File: src/rtl/present_pkg.sv
// Shared constants, S-box tables and FSM encoding for the PRESENT sBoxLayer.
// PRESENT_SLAYER_INV_EN adds the inverse S-box table for decryption.
package present_pkg;

   localparam int STATE_W = 64;
   localparam int NIB_W   = 4;
   localparam int NIBBLES = 16;

   // Packed so that TABLE[x] returns S[x]; listed from index 15 down to 0.
   localparam logic [NIBBLES-1:0][NIB_W-1:0] SBOX_FWD = {
      4'h2, 4'h1, 4'h7, 4'h4, 4'h8, 4'hF, 4'hE, 4'h3,
      4'hD, 4'hA, 4'h0, 4'h9, 4'hB, 4'h6, 4'h5, 4'hC
   };

`ifdef PRESENT_SLAYER_INV_EN
   localparam logic [NIBBLES-1:0][NIB_W-1:0] SBOX_INV = {
      4'hA, 4'h9, 4'h7, 4'h0, 4'h3, 4'h6, 4'h4, 4'hB,
      4'hD, 4'h2, 4'h1, 4'hC, 4'h8, 4'hF, 4'hE, 4'h5
   };
`endif

   typedef enum logic [1:0] {
      IDLE = 2'd0,
      BUSY = 2'd1,
      DONE = 2'd2
   } fsm_t;

endpackage

File: src/rtl/present_sbox4.sv
// Combinational 4-bit PRESENT S-box lookup.
// With PRESENT_SLAYER_INV_EN an inv input selects the inverse table.
module present_sbox4
   import present_pkg::*;
(
   input  logic [NIB_W-1:0] x,
`ifdef PRESENT_SLAYER_INV_EN
   input  logic             inv,
`endif
   output logic [NIB_W-1:0] y
);

`ifdef PRESENT_SLAYER_INV_EN
   assign y = inv ? SBOX_INV[x] : SBOX_FWD[x];
`else
   assign y = SBOX_FWD[x];
`endif

endmodule

File: src/rtl/present_slayer_serial.sv
// PRESENT sBoxLayer, LANES nibbles per cycle, valid/ready on both sides.
// PRESENT_SLAYER_INV_EN adds a decrypt input selecting the inverse S-box.
module present_slayer_serial
   import present_pkg::*;
#(
   parameter int LANES = 4
) (
   input  logic               clock,
   input  logic               reset_n,
   input  logic               in_valid,
   output logic               in_ready,
   input  logic [STATE_W-1:0] in_state,
`ifdef PRESENT_SLAYER_INV_EN
   input  logic               decrypt,
`endif
   output logic               out_valid,
   input  logic               out_ready,
   output logic [STATE_W-1:0] out_state
);

   localparam int         N    = NIBBLES / LANES;
   localparam logic [3:0] LAST = 4'(N - 1);

   if (LANES != 1 && LANES != 2 && LANES != 4 && LANES != 8 && LANES != 16) begin : g_bad_lanes
      $error("present_slayer_serial: LANES must be 1, 2, 4, 8 or 16");
   end

   fsm_t                           fsm;
   logic [3:0]                     cnt;
   logic [STATE_W-1:0]             st_q;
   logic [STATE_W-1:0]             st_sub;
   logic                           rdy_q;
   logic                           out_valid_q;
   logic                           dec_q;
   logic                           dec_in;
   logic                           accept;
   logic [LANES-1:0][3:0]          nib_idx;
   logic [LANES-1:0][NIB_W-1:0]    sub_in;
   logic [LANES-1:0][NIB_W-1:0]    sub_out;

`ifdef PRESENT_SLAYER_INV_EN
   assign dec_in = decrypt;
`else
   assign dec_in = 1'b0;
`endif

   // In DONE the consumer's ready opens the input port in the same cycle,
   // letting the next state load on the edge that retires the result.
   assign in_ready  = rdy_q | (out_valid_q & out_ready);
   assign accept    = in_valid & in_ready;
   assign out_valid = out_valid_q;
   assign out_state = st_q;

   always_comb begin
      nib_idx = '0;
      sub_in  = '0;
      for (int l = 0; l < LANES; l++) begin
         nib_idx[l] = 4'(int'(cnt) * LANES + l);
         sub_in[l]  = st_q[int'(nib_idx[l]) * NIB_W +: NIB_W];
      end
   end

   always_comb begin
      st_sub = st_q;
      for (int l = 0; l < LANES; l++)
         st_sub[int'(nib_idx[l]) * NIB_W +: NIB_W] = sub_out[l];
   end

   for (genvar l = 0; l < LANES; l++) begin : g_lane
      present_sbox4 u_sbox (
         .x   (sub_in[l]),
`ifdef PRESENT_SLAYER_INV_EN
         .inv (dec_q),
`endif
         .y   (sub_out[l])
      );
   end

   always_ff @(posedge clock or negedge reset_n) begin
      if (!reset_n) begin
         fsm         <= IDLE;
         cnt         <= '0;
         st_q        <= '0;
         rdy_q       <= 1'b0;
         out_valid_q <= 1'b0;
         dec_q       <= 1'b0;
      end else begin
         case (fsm)
            IDLE: begin
               rdy_q <= 1'b1;
               if (accept) begin
                  st_q  <= in_state;
                  cnt   <= '0;
                  dec_q <= dec_in;
                  rdy_q <= 1'b0;
                  fsm   <= BUSY;
               end
            end
            BUSY: begin
               st_q <= st_sub;
               // Counter parks on LAST rather than stepping past the end.
               if (cnt == LAST) begin
                  fsm         <= DONE;
                  out_valid_q <= 1'b1;
               end else begin
                  cnt <= cnt + 4'd1;
               end
            end
            DONE: begin
               if (out_ready) begin
                  out_valid_q <= 1'b0;
                  if (in_valid) begin
                     st_q  <= in_state;
                     cnt   <= '0;
                     dec_q <= dec_in;
                     fsm   <= BUSY;
                  end else begin
                     rdy_q <= 1'b1;
                     fsm   <= IDLE;
                  end
               end
            end
            default: begin
               fsm         <= IDLE;
               rdy_q       <= 1'b0;
               out_valid_q <= 1'b0;
            end
         endcase
      end
   end

`ifndef PRESENT_SLAYER_INV_EN
   logic unused_dec;
   assign unused_dec = dec_q;
`endif

endmodule
File: config.mk
export PLATFORM = sky130hd
export DESIGN_NAME = present_slayer_serial
export DESIGN_NICKNAME = d
export VERILOG_FILES = /design/src/rtl/present_pkg.sv /design/src/rtl/present_sbox4.sv /design/src/rtl/present_slayer_serial.sv
export SDC_FILE = /design/constraint.sdc
export NUM_CORES = 1
export LEC_CHECK = 0
export BUFFER_PORTS_ARGS = -buffer_cell sky130_fd_sc_hd__buf_2
export CAP_MARGIN = 20
export CORE_UTILIZATION = 53
export CTS_CLUSTER_DIAMETER = 200
export CTS_CLUSTER_SIZE = 20
export DETAILED_ROUTE_END_ITERATION = 12
export GPL_TIMING_DRIVEN = 1
export HOLD_SLACK_MARGIN = 0.15
export PLACE_DENSITY = 0.82
export SYNTH_ARGS = -nofsm -noshare
export SYNTH_HDL_FRONTEND = slang
export SYNTH_SLANG_ARGS = --single-unit
File: constraint.sdc
create_clock -name clock -period 2.9 [get_ports clock]
set_input_delay 0 -clock clock [delete_from_list [all_inputs] [get_ports clock]]
set_output_delay 0 -clock clock [all_outputs]
set_load 0.05 [all_outputs]
==> run summary, run 1 <==
• **CP Capture Type** register
• **path depth of the worst reg2reg path** 7
• **Synth Area in XOR/XNOR** 0.943%
• **Pwr per Cell Area** 1400 nW/um^2
• **terminating pin of the worst hold path** out_state[39]$_DFFE_PN0P_
• **flip-flop and latch count after synthesis** 72
• **post-CTS setup buffer count** 0
• **slowest stage delay, CP** 720 ps
• **routed via count** 4982
• **sequential cell fraction of total power** 20.4%
• **nets@finish** 722
• **required time reported for the critical path endpoint** 3130 ps
• **area overhead of the layout relative to synthesis** 35.3%
• **kind of critical path** register to register
• **reg-to-reg endpoint** out_state[18]$_DFFE_PN0P_
• **signal arrival time at the worst endpoint** 2960 ps
• **peak ir drop on the vdd network** 0.608 mV
• **non-filler cells in the finished layout** 740
• **# H-tree levels** 3
• **top-area cell type share of the netlist area** 38.8%
• **highest routed layer** met4
• **wire length on met2** 7710 um
• **detailed placer's ending HPWL** 9940 um
• **root cell of the clock tree** sky130_fd_sc_hd__clkbuf_8
• **setup slack, reg-to-reg** 170 ps
• **syn nets** 534
• **setup_tns** 0 ps
• **standard-cell row count** 33
• **post-layout min period** 2730 ps
• **share of synthesized cell area in full adder, half adder and majority cells** 6.47%
• **die extent in y** 95.6 um
• **detailed-routing iteration count for the pre-antenna-repair pass** 6
• **initial core utilization** 55.7%
• **weighted congestion reported at the end of routability-driven placement** 0.943
• **diodes inserted** 0
• **critical path peak fanout** 25
• **worst-skew pair later-pin latency** 370 ps
• **ratio of cells with drive above 1 in the final layout** 30.7%
• **Setup Skew** 17.0 ps
• **timing-limited maximum frequency** 366 MHz
• **Worst R2R Start** cnt[0]$_DFFE_PN0P_
• **number of synthesized flops with an enable pin** 0
• **total clock sinks** 72
• **Gate power share** 68.2%
• **CTS tree** done
• **number of hold violations in the final report** 0
• **port bufs** 133
• **wire length on met3** 1730 um
• **maximum root-to-sink buffer count** 2
• **transition time at the pin with the least slew margin** 951 ps
• **largest cells by area after synthesis** sky130_fd_sc_hd__dfrtp_1, sky130_fd_sc_hd__nand3_1, sky130_fd_sc_hd__ha_1
• **post-synthesis area per instance** 10.5 sq um
• **largest net degree at the start of global routing** 73
• **largest family of logic cells by synthesized area** simple AND/OR/NAND/NOR gates
• **Max Slew Vio Count** 0
• **Synthesis Warnings** 0
• **routed via count divided by cell count** 6.73
• **headroom to the max-slew limit** 36.6%
• **area enclosed by the die boundary** 9140 sq um
• **num ports** 134
• **Cell Int Power** 0.00402 W
• **Static Leak** 3.01 nW
• **largest area contributor in the netlist** sky130_fd_sc_hd__dfrtp_1
• **CP Launch Point** cnt[0]$_DFFE_PN0P_
• **metal1 wirelength** 6060 um
• **worst hold path stage count** 3
• **Inserted Clock Buffers** 9
• **Clock power frac** 11.3%
• **cell with the largest stage delay on the worst path** sky130_fd_sc_hd__mux4_1
• **clock input transition at the sequential cells of the worst setup and hold paths** 100 ps
• **net switching share of the total power** 54.2%
• **max-cap check violation count** 0
• **via count of the first global-routing pass** 4869
• **number of fill cells** 512
• **first-pass GRT wire length** 25900 um
• **number of remaining DRC errors** 0
• **Post-Syn Area** 4640 sq um
• **start point of the worst hold path** in_state[39]
• **status** finished clean
• **compound-gate portion of the synthesized area** 16.4%
• **Simple-Gate Fraction of Synth Area** 17.0%
• **overall die width** 95.6 um
• **share of cell area taken by muxes after synthesis** 14.1%
• **Setup violations, final** 0
• **average wire length per cell after detail routing** 22.3 um
• **total length of routed wires** 16500 um
• **count of unique library cells instantiated by Yosys** 45
• **Async S/R FF share, synth** 100%
• **antenna-violating nets left** 0
• **Core Box Area** 8340 sq um
• **Congestion Overflow GR** 0
• **Hold Path Class** primary input to register
• **crit-path cells** buf_12 > mux4_1 > inv_1 > ha_1 > mux2i_1 > a2bb2oi_1 > o211ai_1
• **predominant post-synthesis flop cell** sky130_fd_sc_hd__dfrtp_1
• **sequential element share of the synthesized area** 38.8%
• **ratio of final minimum period to clock period** 94.2%
• **Placed Cells incl. Taps** 657
• **count of mapped cells out of synthesis** 442
• **switching pwr** 0.00477 W
• **first-iteration detailed-routing DRC count** 543
• **initial antenna violation count** 0
• **Startpoint Class** register
• **total global-route track usage** 38.3%
• **post-route total power** 0.00879 W
• **RSZ-0062 raised after global routing** no
==> state kept, by name, indices dropped and copies added, names as in the netlist <==
| name | cells |
|---|---|
| rdy_q | 1 |
| out_valid | 1 |
| cnt | 4 |
| fsm | 2 |
| out_state | 64 |
==> cell usage in the layout, fill, tap and decap left out, types with 13 or more instances in the layout <==
| cell | count |
|---|---|
| sky130_fd_sc_hd__dlygate4sd3_1 | 67 |
| sky130_fd_sc_hd__and3_1 | 26 |
| sky130_fd_sc_hd__buf_2 | 133 |
| sky130_fd_sc_hd__ha_1 | 24 |
| sky130_fd_sc_hd__mux2i_1 | 13 |
| sky130_fd_sc_hd__dfrtp_1 | 72 |
| sky130_fd_sc_hd__inv_1 | 24 |
| sky130_fd_sc_hd__o211ai_1 | 36 |
| sky130_fd_sc_hd__nand3_1 | 87 |
| sky130_fd_sc_hd__buf_4 | 13 |
| sky130_fd_sc_hd__a221o_1 | 24 |
==> worst max-delay path by stage <==
stage / end / slack (ps) / cells after the start
3_3_place_gp: out_state[51]$_DFFE_PN0P_ / 400 / 7
5_1_grt: out_state[18]$_DFFE_PN0P_ / 70 / 7
4_1_cts: out_state[19]$_DFFE_PN0P_ / 260 / 7
6_report: out_state[18]$_DFFE_PN0P_ / 170 / 7
2_1_floorplan: out_state[62]$_DFFE_PN0P_ / 400 / 9
3_5_place_dp: out_state[19]$_DFFE_PN0P_ / 280 / 7
==> cells in the mapped netlist (7+ instances only) <==
| cell | number |
|---|---|
| sky130_fd_sc_hd__and3_1 | 26 |
| sky130_fd_sc_hd__dfrtp_1 | 72 |
| sky130_fd_sc_hd__inv_1 | 24 |
| sky130_fd_sc_hd__o211ai_1 | 36 |
| sky130_fd_sc_hd__ha_1 | 24 |
| sky130_fd_sc_hd__buf_4 | 7 |
| sky130_fd_sc_hd__mux2i_1 | 13 |
| sky130_fd_sc_hd__nand2b_1 | 11 |
| sky130_fd_sc_hd__nand3_1 | 87 |
| sky130_fd_sc_hd__nand2_1 | 9 |
| sky130_fd_sc_hd__mux4_2 | 12 |
| sky130_fd_sc_hd__clkbuf_1 | 16 |
| sky130_fd_sc_hd__buf_2 | 8 |
| sky130_fd_sc_hd__a221o_1 | 24 |
| sky130_fd_sc_hd__nor2_1 | 9 |
==> critical path, delay by kind of cell (launching register included) <==
| family | cells | cell delay (ps) |
|---|---|---|
| buffers and inverters | 2 | 400 |
| AOI/OAI and AO/OA | 2 | 520 |
| muxes | 2 | 890 |
| DFF | 1 | 490 |
| adders and majority gates | 1 | 290 |
==> cells by family (layout without fill, tap and decap cells) <==
kind of cell               after synthesis  in the layout
muxes                                   39             39
DFF                                     72             72
AOI/OAI and AO/OA                       91             91
and+or+nand+nor                        150            150
buffers and inverters                   61            254
adders and majority gates               24             24
xor gates and xnor gates                 5              5
==> metrics by stage <==
stage          cell area, sq um  utilization (%)  hold WS (ps)  worst slack (ps)
4_1_cts                    6280             75.3           396               259
3_5_place_dp               5370             64.4           235               277
5_1_grt                    6280             75.3           404              73.2
2_1_floorplan              4640                -          -296               404
3_3_place_gp               5370             64.4           232               403
6_report                   6280             75.3           395               167
==> power by group through the flow <==
stage                     logic, W  registers, W  clock network, W
final                      0.00600       0.00180          0.000997
after detailed placement   0.00567       0.00178                 0
after global routing       0.00633       0.00184           0.00103
after CTS                  0.00578       0.00177          0.000981
after global placement     0.00550       0.00178                 0
after floorplan            0.00331       0.00285                 0
==> layer usage <==
layer | up-vias | track usage, %
met5 | - | 0
met4 | 0 | 23.8
met3 | 116 | 8.61
met2 | 449 | 59.5
met1 | 2355 | 48.7
li1 | 2062 | -
==> cell type report <==
type	count	area, sq um	area share, %
tap	105	131	2.09
sequential	72	1800	28.7
clock inverter	7	120	1.91
multi-input combinational	309	2560	40.8
timing repair buffer	214	1450	23.1
inverter	24	90.1	1.43
clock buffer	9	124	1.97
==> repair_timing <==
item	4_1_cts	5_1_grt
resized for setup	0	0
hold buffers	67	0
endpoints found under the hold margin	140	0
Note: power is estimated with default switching activity, not from simulation.
==> inputs of run 2 (changes only) <==
CELL_PAD_IN_SITES_DETAIL_PLACEMENT = 0   (was not set)
CELL_PAD_IN_SITES_GLOBAL_PLACEMENT = 1   (was not set)
CORE_UTILIZATION = 40   (was 53)
==> run 2 against run 1 <==
Against the previous run: critical path depth unchanged; largest power group unchanged; first-iteration DRC count fell by 21%; sequential power about the same; hold slack worse by 95 ps; utilization down 18 points; clock power increased by 14%; via count fell by 7.0%; power decreased by 0.64%; combinational power fell by 4.0%; die area grew 32%.
==> run summary, run 2 (same netlist as run 1, synthesis figures left out) <==
• **status** finished clean, unchanged
• **port bufs** 133, unchanged
• **largest net degree at the start of global routing** 47, was 73
• **timing-limited maximum frequency** 366 MHz, about the same
• **Static Leak** 3.04 nW, was 3.01 nW
• **die extent in y** 110 um, was 95.6 um
• **total length of routed wires** 15900 um, was 16500 um
• **Hold Path Class** primary input to asynchronous set/reset pin, was primary input to register
• **first-iteration detailed-routing DRC count** 428, was 543
• **first-pass GRT wire length** 24500 um, was 25900 um
• **standard-cell row count** 38, was 33
• **initial core utilization** 41.9%, was 55.7%
• **area overhead of the layout relative to synthesis** 37.6%, was 35.3%
• **Congestion Overflow GR** 0, unchanged
• **most frequent cell on the critical path** sky130_fd_sc_hd__inv_1
• **most frequent cells in the layout** sky130_fd_sc_hd__buf_2, sky130_fd_sc_hd__nand3_1, sky130_fd_sc_hd__dfrtp_1, unchanged
• **antenna-violating nets left** 0, unchanged
• **sequential cell fraction of total power** 21.0%, was 20.4%
• **clock input transition at the sequential cells of the worst setup and hold paths** 60 ps, was 100 ps
• **peak ir drop on the vdd network** 0.739 mV, was 0.608 mV
• **transition time at the pin with the least slew margin** 820 ps, was 951 ps
• **slowest stage delay, CP** 740 ps, was 720 ps
• **overall die width** 110 um, was 95.6 um
• **Core Box Area** 11100 sq um, was 8340 sq um
• **setup slack, reg-to-reg** 170 ps, about the same
• **average wire length per cell after detail routing** 20.5 um, was 22.3 um
• **num ports** 134, unchanged
• **ratio of cells with drive above 1 in the final layout** 30.5%, was 30.7%
• **kind of cell with the highest combined delay on the critical path** multiplexers, unchanged
• **number of hold violations in the final report** 0, unchanged
• **setup_tns** 0 ps, unchanged
• **max-cap check violation count** 0, unchanged
• **headroom to the max-slew limit** 45.3%, was 36.6%
• **diodes inserted** 0, unchanged
• **kind of critical path** register to register, unchanged
• **Clock power frac** 13.1%, was 11.3%
• **flip-flop count of the largest register after layout** 64, unchanged
• **root cell of the clock tree** sky130_fd_sc_hd__clkbuf_16, was sky130_fd_sc_hd__clkbuf_8
• **worst-skew pair later-pin latency** 340 ps, was 370 ps
• **Startpoint Class** register, unchanged
• **initial antenna violation count** 0, unchanged
• **CP Capture Type** register, unchanged
• **leading cell type in the layout, fill and taps excluded** sky130_fd_sc_hd__buf_2, unchanged
• **Setup Skew** 9.64 ps, was 17.0 ps
• **post-CTS setup buffer count** 0, unchanged
• **total clock sinks** 72, unchanged
• **CTS tree** done, unchanged
• **Max Slew Vio Count** 0, unchanged
• **Bufs and invs on worst path** 2, unchanged
• **Pwr per Cell Area** 1370 nW/um^2, was 1400 nW/um^2
• **Setup violations, final** 0, unchanged
• **required time reported for the critical path endpoint** 3120 ps, was 3130 ps
• **detailed placer's ending HPWL** 10800 um, was 9940 um
• **cell with the largest stage delay on the worst path** sky130_fd_sc_hd__mux4_1, unchanged
• **Setup WS pre-CTS** 229 ps, was 277 ps
• **area enclosed by the die boundary** 12000 sq um, was 9140 sq um
• **# H-tree levels** 3, unchanged
• **post-route total power** 0.00873 W, was 0.00879 W
• **routed via count divided by cell count** 5.97, was 6.73
• **critical path peak fanout** 8, was 25
• **routed via count** 4631, was 4982
• **ratio of final minimum period to clock period** 94.1%, was 94.2%
• **signal arrival time at the worst endpoint** 2950 ps, was 2960 ps
• **post-layout min period** 2730 ps, about the same
• **switching pwr** 0.00459 W, was 0.00477 W
• **maximum root-to-sink buffer count** 2, unchanged
• **nets@finish** 723, was 722
• **Inserted Clock Buffers** 9, unchanged
• **total global-route track usage** 27.2%, was 38.3%
• **via count of the first global-routing pass** 4581, was 4869
• **number of remaining DRC errors** 0, unchanged
• **RSZ-0062 raised after global routing** no, unchanged
• **final critical-path setup slack** 170 ps, was 167 ps
• **Cell Int Power** 0.00414 W, was 0.00402 W
• **detailed-routing iteration count for the pre-antenna-repair pass** 5, was 6
• **weighted congestion reported at the end of routability-driven placement** 0.918, was 0.943
• **net switching share of the total power** 52.6%, was 54.2%
• **Gate power share** 66.0%, was 68.2%
• **crit-path cells** mux4_1 > inv_1 > ha_1 > inv_1 > mux2i_1 > mux2_2 > a221o_1, was buf_12 > mux4_1 > inv_1 > ha_1 > mux2i_1 > a2bb2oi_1 > o211ai_1
[run 2: power by group through the flow]
stage	Sequential [W]	Combinational (W)	Clock, W
global placement	0.00181	0.00550	0
global route	0.00186	0.00621	0.00119
CTS	0.00181	0.00572	0.00114
finish	0.00183	0.00576	0.00114
floorplan	0.00285	0.00331	0
detailed placement	0.00183	0.00562	0
[run 2: through the flow]
stage	std cells	area, sq um	util, %	hold slack, ps
2_1_floorplan	442	4640	-	-296
3_3_place_gp	693	5420	48.9	115
3_5_place_dp	693	5420	48.9	129
4_1_cts	776	6390	57.7	329
5_1_grt	776	6390	57.7	367
6_report	776	6390	57.7	300
[run 2: worst reg2reg max path: stages, from the launching register on]
cell and delay (ps):
sky130_fd_sc_hd__dfrtp_1 660, sky130_fd_sc_hd__mux4_1 740, sky130_fd_sc_hd__inv_1 150, sky130_fd_sc_hd__ha_1 260, sky130_fd_sc_hd__inv_1 90, sky130_fd_sc_hd__mux2i_1 70
sky130_fd_sc_hd__mux2_2 310, sky130_fd_sc_hd__a221o_1 340
[run 2: path summary, 6_finish.rpt]
kind,to,from,cells after the start
hold / removal,out_state[56]$_DFFE_PN0P_,reset_n,2
hold reg to reg,out_state[4]$_DFFE_PN0P_,out_state[4]$_DFFE_PN0P_,2
setup reg to reg,out_state[62]$_DFFE_PN0P_,cnt[0]$_DFFE_PN0P_,7
setup / recovery,out_state[62]$_DFFE_PN0P_,cnt[0]$_DFFE_PN0P_,7
min in group clock,out_state[38]$_DFFE_PN0P_,in_state[38],3
max in group asynchronous,out_state[46]$_DFFE_PN0P_,reset_n,3
[run 2: layout make-up]
class,count,area [sq um]
inverters,24,90.1
multi-input cells,309,2560
well taps,140,175
clock inverters,3,40.0
flip-flops and latches,72,1800
repair buffers,215,1460
fillers,942,4690
clock buffers,13,260
[run 2: metal layers]
layer	GRT usage (%)	up-vias	share of wire (%)
li1	-	2078	-
met1	35.6	2234	41
met2	44.4	267	48
met3	4.68	52	7.3
met4	11.7	0	3.4
met5	0	-	0
[run 2: repair_timing]
item,in CTS,in global routing
hold endpoints to repair,99,0
hold buffers,67,0
gates resized for setup,0,0
setup endpoints to repair,0,0
